--- src/rtl/wb_cmd_pkg.sv ---
// Shared types and constants for the Wishbone command master.
package wb_cmd_pkg;

    localparam int unsigned WB_DW   = 32;
    localparam int unsigned WB_SELW = 4;

    // Master sequencing: idle/accepting, bus transfer in flight, response pending
    typedef enum logic [1:0] {
        StIdle = 2'b00,
        StBus  = 2'b01,
        StResp = 2'b10
    } wb_state_e;

    // Response status codes reported on rsp_err_o
    typedef enum logic [1:0] {
        StsOk      = 2'b00,
        StsBusErr  = 2'b01,
        StsTimeout = 2'b10
    } wb_sts_e;

endpackage

--- src/rtl/wb_timeout_ctr.sv ---
// Cycle counter that flags expiry on the TIMEOUT_CYCLES-th enabled cycle.
module wb_timeout_ctr #(
    parameter int unsigned TIMEOUT_CYCLES = 255
) (
    input  logic clk,
    input  logic rst_n,
    input  logic clear,
    input  logic enable,
    output logic expired
);

    localparam bit          Enabled = (TIMEOUT_CYCLES != 0);
    localparam int unsigned CntW    = Enabled ? $clog2(TIMEOUT_CYCLES + 1) : 1;
    localparam int unsigned LastInt = Enabled ? TIMEOUT_CYCLES - 1 : 0;
    localparam logic [CntW-1:0] Last = CntW'(LastInt);

    logic [CntW-1:0] cnt_q;

    // Count holds the number of enabled cycles already completed; the current
    // cycle is the last allowed one when the count equals TIMEOUT_CYCLES-1.
    assign expired = Enabled && enable && (cnt_q == Last);

    // Clear has priority; stop counting once expired so the value cannot wrap
    always_ff @(posedge clk) begin
        if (!rst_n) begin
            cnt_q <= '0;
        end else if (clear) begin
            cnt_q <= '0;
        end else if (enable && !expired) begin
            cnt_q <= cnt_q + CntW'(1);
        end
    end

endmodule

--- src/rtl/wb_cmd_master.sv ---
// Command/response front end driving single classic Wishbone B4 transfers.
module wb_cmd_master
    import wb_cmd_pkg::*;
#(
    parameter int unsigned TIMEOUT_CYCLES = 255,
    parameter bit          RSP_ON_WRITE   = 1'b1
) (
    input  logic               wb_clk_i,
    input  logic               wb_rst_n_i,
    input  logic               cmd_valid_i,
    output logic               cmd_ready_o,
    input  logic               cmd_we_i,
    input  logic [WB_DW-1:0]   cmd_adr_i,
    input  logic [WB_DW-1:0]   cmd_dat_i,
    input  logic [WB_SELW-1:0] cmd_sel_i,
    output logic               rsp_valid_o,
    input  logic               rsp_ready_i,
    output logic [WB_DW-1:0]   rsp_dat_o,
    output logic [1:0]         rsp_err_o,
    output logic               wbm_cyc_o,
    output logic               wbm_stb_o,
    output logic               wbm_we_o,
    output logic [WB_SELW-1:0] wbm_sel_o,
    output logic [WB_DW-1:0]   wbm_adr_o,
    output logic [WB_DW-1:0]   wbm_dat_o,
    input  logic               wbm_ack_i,
    input  logic               wbm_err_i,
    input  logic [WB_DW-1:0]   wbm_dat_i
);

    wb_state_e          state_q;
    logic               cmd_ready_q;
    logic               cyc_q;
    logic               stb_q;
    logic               we_q;
    logic [WB_SELW-1:0] sel_q;
    logic [WB_DW-1:0]   adr_q;
    logic [WB_DW-1:0]   dat_q;
    logic               rsp_valid_q;
    logic [WB_DW-1:0]   rsp_dat_q;
    wb_sts_e            rsp_err_q;

    logic accept;
    logic in_bus;
    logic tmo_expired;

    // cmd_ready_q is only ever set while idle, so it doubles as the idle qualifier
    assign accept = cmd_valid_i && cmd_ready_q;
    assign in_bus = (state_q == StBus);

    wb_timeout_ctr #(
        .TIMEOUT_CYCLES(TIMEOUT_CYCLES)
    ) u_timeout_ctr (
        .clk    (wb_clk_i),
        .rst_n  (wb_rst_n_i),
        .clear  (accept),
        .enable (in_bus),
        .expired(tmo_expired)
    );

    // Main sequencer; every externally visible signal is a register
    always_ff @(posedge wb_clk_i) begin
        if (!wb_rst_n_i) begin
            state_q     <= StIdle;
            cmd_ready_q <= 1'b0;
            cyc_q       <= 1'b0;
            stb_q       <= 1'b0;
            we_q        <= 1'b0;
            sel_q       <= '0;
            adr_q       <= '0;
            dat_q       <= '0;
            rsp_valid_q <= 1'b0;
            rsp_dat_q   <= '0;
            rsp_err_q   <= StsOk;
        end else begin
            unique case (state_q)
                StIdle: begin
                    cmd_ready_q <= 1'b1;
                    if (accept) begin
                        cmd_ready_q <= 1'b0;
                        cyc_q       <= 1'b1;
                        stb_q       <= 1'b1;
                        we_q        <= cmd_we_i;
                        sel_q       <= cmd_sel_i;
                        adr_q       <= cmd_adr_i;
                        dat_q       <= cmd_dat_i;
                        state_q     <= StBus;
                    end
                end
                StBus: begin
                    if (wbm_ack_i || wbm_err_i || tmo_expired) begin
                        cyc_q <= 1'b0;
                        stb_q <= 1'b0;
                        // ack outranks err, which outranks the timeout
                        if (wbm_ack_i) begin
                            rsp_err_q <= StsOk;
                            rsp_dat_q <= we_q ? '0 : wbm_dat_i;
                        end else if (wbm_err_i) begin
                            rsp_err_q <= StsBusErr;
                            rsp_dat_q <= '0;
                        end else begin
                            rsp_err_q <= StsTimeout;
                            rsp_dat_q <= '0;
                        end
                        if (wbm_ack_i && we_q && !RSP_ON_WRITE) begin
                            cmd_ready_q <= 1'b1;
                            state_q     <= StIdle;
                        end else begin
                            rsp_valid_q <= 1'b1;
                            state_q     <= StResp;
                        end
                    end
                end
                StResp: begin
                    if (rsp_ready_i) begin
                        rsp_valid_q <= 1'b0;
                        cmd_ready_q <= 1'b1;
                        state_q     <= StIdle;
                    end
                end
                default: begin
                    state_q <= StIdle;
                end
            endcase
        end
    end

    assign cmd_ready_o = cmd_ready_q;
    assign rsp_valid_o = rsp_valid_q;
    assign rsp_dat_o   = rsp_dat_q;
    assign rsp_err_o   = rsp_err_q;
    assign wbm_cyc_o   = cyc_q;
    assign wbm_stb_o   = stb_q;
    assign wbm_we_o    = we_q;
    assign wbm_sel_o   = sel_q;
    assign wbm_adr_o   = adr_q;
    assign wbm_dat_o   = dat_q;

endmodule

--- config.mk ---
export PLATFORM = sky130hd
export DESIGN_NAME = wb_cmd_master
export DESIGN_NICKNAME = d
export VERILOG_FILES = /design/src/rtl/wb_cmd_pkg.sv /design/src/rtl/wb_timeout_ctr.sv /design/src/rtl/wb_cmd_master.sv
export SDC_FILE = /design/constraint.sdc
export NUM_CORES = 1
export LEC_CHECK = 0
export BUFFER_PORTS_ARGS = -buffer_cell sky130_fd_sc_hd__clkbuf_2
export CORE_ASPECT_RATIO = 1.25
export CORE_UTILIZATION = 45
export DETAILED_ROUTE_END_ITERATION = 10
export PLACE_DENSITY = 0.78
export SYNTH_ARGS = -nofsm -noshare
export SYNTH_HDL_FRONTEND = slang
export SYNTH_SLANG_ARGS = --single-unit
--- constraint.sdc ---
create_clock -name wb_clk_i -period 4.1 [get_ports wb_clk_i]
set_clock_uncertainty 0.2 [all_clocks]
set_input_delay 0.41 -clock wb_clk_i [delete_from_list [all_inputs] [get_ports wb_clk_i]]
set_output_delay 0.41 -clock wb_clk_i [all_outputs]
set_load 0.03 [all_outputs]
==> results of run 1 <==
[placed cells by master, fill, tap and decap left out, drive strengths merged]
master / netlist / layout
a21boi: 71 / 71
a21oi: 3 / 3
xor2: 3 / 3
and4b: 2 / 2
o21a: 1 / 1
and3: 1 / 1
or3: 2 / 2
nor3: 2 / 2
o211a: 2 / 2
ha: 2 / 2
nand2: 208 / 208
nand3: 3 / 3
nand2b: 1 / 1
o31ai: 1 / 1
xnor2: 1 / 1
and2b: 1 / 1
buf: 20 / 4
clkbuf: 16 / 231
o2111ai: 1 / 1
or4: 2 / 2
a31o: 1 / 1
clkinvlp: 0 / 4
inv: 3 / 3
o21ai: 5 / 5
clkinv: 0 / 5
dfxtp: 116 / 116
nand3b: 2 / 2
nor2: 10 / 10
nand4: 1 / 1
o211ai: 3 / 3
mux2i: 33 / 33
bufinv: 0 / 4
[cell families (layout without fill, tap and decap cells)]
group / after synthesis / after routing / synth area share
and+or+nand+nor: 235 / 235 / 0.210
AOI/OAI and AO/OA: 88 / 88 / 0.145
adders and majority gates: 2 / 2 / 0.00555
buffers and inverters: 39 / 251 / 0.0433
muxes: 33 / 33 / 0.0733
DFF: 116 / 116 / 0.516
xor gates and xnor gates: 4 / 4 / 0.00778
[critical path, stage by stage, from the launching register on]
cell and delay [ps]:
dfxtp_1 370, inv_1 90, ha_1 210, nand3_1 180, nor2_1 120, o31ai_4 290
buf_4 500, mux2i_1 260
[routing by layer]
| layer | GRT usage | vias to the layer above |
|---|---|---|
| met5 | 0 | - |
| met4 | 0.0741 | 0 |
| met3 | 0.0840 | 12 |
| met2 | 0.393 | 183 |
| met1 | 0.235 | 1932 |
| li1 | - | 2089 |
[metrics by stage]
step                worst slack [ps]  cells   util  area, um^2
floorplan                       2290    517      -        4500
detailed placement              1740    823  0.579        5590
CTS                             1770    855  0.644        6220
global route                    1610    855  0.644        6220
finish                          1790    855  0.644        6220
global placement                1870    823  0.579        5590
[final cells by class]
type	count	area, um^2
clock buffers	19	443
inverters	3	11.3
well taps	126	158
fillers	806	3440
multi-input cells	362	2010
repair buffers	216	1090
flip-flops and latches	116	2320
clock inverters	13	183
[registers in the layout, summed over array words and instances, names as in the netlist]
signal,count
rsp_dat_o,32
rsp_err_o,2
wbm_stb_o,1
wbm_sel_o,4
u_timeout_ctr.cnt_q,8
rsp_valid_o,1
wbm_adr_o,32
cmd_ready_o,1
wbm_dat_o,32
wbm_we_o,1
state_q,2
[final timing paths]
| kind | from | to | slack, ps | cells past startpoint |
|---|---|---|---|---|
| worst max-delay path | u_timeout_ctr.cnt_q[0] | rsp_dat_o[25] | 1790 | 7 |
| worst min-delay path | wbm_dat_i[6] | rsp_dat_o[6] | 30 | 3 |
| worst max register to register | u_timeout_ctr.cnt_q[0] | rsp_dat_o[25] | 1790 | 7 |
| worst min register to register | wbm_sel_o[0] | wbm_sel_o[0] | 260 | 2 |
[power groups by stage]
| stage | Clock, mW | Combinational [mW] | Sequential, mW |
|---|---|---|---|
| global placement | 0 | 0.319 | 1.22 |
| finish | 1.54 | 0.324 | 1.20 |
| detailed placement | 0 | 0.325 | 1.22 |
| global route | 1.62 | 0.351 | 1.20 |
| floorplan | 0 | 0.126 | 1.30 |
| CTS | 1.56 | 0.327 | 1.20 |
==> results.cfg, run 1 <==
[status]
status = finished, final reports clean

[yosys]
synthesis.nets = 626
ys_ff_latch = 116
yosys-top-cells-count = 208 x nand2_1, 116 x dfxtp_1, 57 x a21boi_0
synthTopCellsByArea = dfxtp_1 52%, nand2_1 17%, a21boi_0 9.5%, mux2i_1 7.3%, a21boi_1 2.3%
async_reset_ff_frac = 0
netlist_instances = 517
yosysTopAreaCell = dfxtp_1
yosys_warnings = 0
ys_types = 35
synth.avg_cell_area_um2 = 8.71
synth_top_cell_area_share = 0.516
synth_ff_type = dfxtp_1
synth-seq-area-share = 0.516
post-synth-top-count-cell = nand2_1
syn-cell-area_um2 = 4500
synth_edf_count = 0

[setup_path]
crit_fanout = 31
critical_path_class = reg2reg
required_ps = 4220
endpoint_kind = flop
worstPathArrival_ps = 2430
critPathLaunchType = flop

[sta]
finalMaxSlewViolations = 0
relSlewSlack = 0.213
setup_viol = 0
hold_viol = 0
fmax_ghz = 0.432
fin_crit_sh = 0.564
finalCriticalPeriod_ps = 2310
worstMarginPinSlew_ps = 1180
worst_hold_slack_ps = 30.1
rsz0062_at_grt = no
setup_tns_ps = 0

[grt]
grt_usage = 0.219
grt_start_max_net_pins = 112
grt_pass1_wl_mm = 18.0
antenna_found_initial = 0
grt_pass1_vias = 4032
grt_overflow = 0

[detailed_routing]
drt_iter0_markers = 148
wl_per_cell_um = 13.3
num_vias = 4216
drc = 0
route.detailed.vias_per_inst = 4.93
met2_wirelength_mm = 5.86
drtPass1Iterations = 4
dr_wl_met3_um = 918
wl_met1_mm = 4.52
top_layer = met4
detail-route-antenna-nets = 0
finalWirelength_mm = 11.4

[layout]
diodes = 0
fin_nets = 825
syn2layout_area_growth_pct = 38.0
drive_above_1_share = 0.350

[clocking]
clk_latency_ps = 400
cts_tree = done
cts_resized = 0
clk_pin_slew_ps = 60
root_buffer = clkbuf_16
post_cts_buffers = 0
h-tree-depth = 4
cts_max_path_buffers = 2
cts.sinks = 116
hold_buffers = 0
cts_buffers = 17

[place]
routabilityCongestion = 0.810
dp_hpwl_mm = 7.91
portBuffers = 213

[min_path]
hold_class = in2reg

[power]
design_power_total_mw = 3.06
power.net_switching_mw = 0.747
pwr-share-comb = 0.106
pwr-share-seq = 0.392
p_int_mw = 2.32
power_frac_clock = 0.503
switching_share = 0.244
power.leakage_nw = 2.98
power_density_nw_per_um2 = 493
vdd_ir_drop_max_v = 0.000267

[die]
ios = 214
rows = 40
core_um2 = 9660
die_h_um = 114
floorplan.initialDensity = 0.466
die-area_um2 = 10400
die_width_um = 91.5

[run]
maxCapViolations = 0
No activity file was read; power rests on OpenSTA's default activity.
==> inputs of run 2 (changes only) <==
- CORE_UTILIZATION: 45 -> 42
- PLACE_DENSITY: 0.78 -> 0.76
- clock period: 4.1 -> 2.05 ns (I/O delays scaled with it)
==> run 2 against run 1 <==
Compared with the run above:
- routed wire length grew 25%
- clock-buffer cell count grew 4
- critical path depth grew 1
- largest cell class unchanged
- fmax grew 17%
- design area grew 19%
==> results.cfg, run 2 (synthesis results as in run 1) <==
[detailed_routing]
num_vias = 4766
wl_per_cell_um = 14.7
drc = 0
detail-route-antenna-nets = 0
dr_wl_met3_mm = 1.09
met2_wirelength_mm = 7.52
finalWirelength_mm = 14.2
drtPass1Iterations = 4
route.detailed.vias_per_inst = 4.91
top_layer = met4
wl_met1_mm = 5.21
drt_iter0_markers = 173

[sta]
hold_viol = 0
rsz0062_at_grt = no
fin_crit_sh = 0.966
setup_tns_ps = 0
fmax_ghz = 0.505
worstMarginPinSlew_ps = 428
setup_viol = 0
finalCriticalPeriod_ps = 1980
finalMaxSlewViolations = 0
relSlewSlack = 0.715

[clocking]
h-tree-depth = 4
cts_tree = done
cts.sinks = 116
cts_buffers = 17
cts_max_path_buffers = 2
clk_pin_slew_ps = 50
clk_latency_ps = 400
root_buffer = clkbuf_16

[place]
portBuffers = 213
dpl_cell_area_um2 = 5660
dp_hpwl_mm = 7.95
routabilityCongestion = 0.861

[grt]
grt_usage = 0.247
antenna_found_initial = 0
grt_pass1_vias = 4822
grt_overflow = 0
grt_start_max_net_pins = 71
grt_pass1_wl_mm = 21.6

[layout]
fin_nets = 937
final_cell_area_um2 = 7410
syn2layout_area_growth_pct = 64.5
diodes = 0
final_cell_mix = 212 x clkbuf_2, 208 x nand2_1, 115 x dfxtp_1
mostFrequentLayoutCell = clkbuf_2
drive_above_1_share = 0.314

[setup_path]
critPathLaunchType = flop
worstPathArrival_ps = 2110
critical_path_class = reg2reg
crit_fanout = 9
required_ps = 2180
endpoint_kind = flop

[power]
vdd_ir_drop_max_v = 0.000578
power_density_nw_per_um2 = 861
design_power_total_mw = 6.38
power.leakage_nw = 3.50

[die]
core_um2 = 10300
die-area_um2 = 11100
floorplan.initialDensity = 0.439
ios = 214
die_width_um = 94.6
rows = 41
die_h_um = 118

[status]
status = finished, final reports clean

[run]
maxCapViolations = 0

[min_path]
hold_class = in2reg
[run 2: cell count changes in the layout (fill, tap and decap cells not counted), sizes merged]
cell / before / now
dlygate4sd3: 0 / 103
buf: 4 / 11
clkbuf: 231 / 237
clkinv: 5 / 3
clkinvlp: 4 / 2
[run 2: final timing paths]
path | slack [ps] | from | cells past startpoint | to
max | 70 | u_timeout_ctr.cnt_q[0] | 8 | rsp_dat_o[27]
min | 30 | wbm_err_i | 3 | state_q[0]
max reg2reg | 70 | u_timeout_ctr.cnt_q[0] | 8 | rsp_dat_o[27]
min reg2reg | 250 | wbm_adr_o[9] | 2 | wbm_adr_o[9]
[run 2: cell type report]
cell class / instances / area, um^2
Fill cell: 686 / 2850
Clock inverter: 9 / 150
Inverter: 3 / 11.3
Sequential cell: 116 / 2320
Tap cell: 129 / 161
Timing Repair Buffer: 328 / 2270
Multi-Input combinational cell: 362 / 2020
Clock buffer: 23 / 478
[run 2: metal layers]
metal	GRT usage	vias to the layer above
met3	0.0769	41
met5	0	-
li1	-	2312
met2	0.447	235
met4	0.120	0
met1	0.247	2178
[run 2: critical path, stage by stage (launching register included)]
cell       delay [ps]
dfxtp_2           340
inv_1              70
ha_1              210
nand3_2           130
nor2_1            100
o31ai_4           310
buf_6             180
clkbuf_16         170
mux2i_1           190
[run 2: what timing repair did]
| item | 4_1_cts | 5_1_grt |
|---|---|---|
| gates resized for setup | 0 | 3 |
| hold endpoints to repair | 103 | 0 |
| hold buffers | 103 | 0 |
| setup buffers | 0 | 1 |
| endpoints found under the setup margin | 0 | 27 |
[run 2: power breakdown]
group	switching [mW]	internal [mW]
Combinational	0.479	0.379
Clock	1.00	2.12
Sequential	0.0546	2.35
Total	1.53	4.85
[run 2: stage by stage]
| step | util | std cells | hold slack [ps] | setup slack, ps |
|---|---|---|---|---|
| floorplan | - | 517 | 140 | 236 |
| global placement | 0.552 | 830 | 227 | 191 |
| detailed placement | 0.552 | 830 | 235 | 63.2 |
| CTS | 0.714 | 965 | 19.6 | 54.9 |
| global route | 0.722 | 970 | 51.2 | 0.418 |
| finish | 0.722 | 970 | 27.8 | 70.4 |
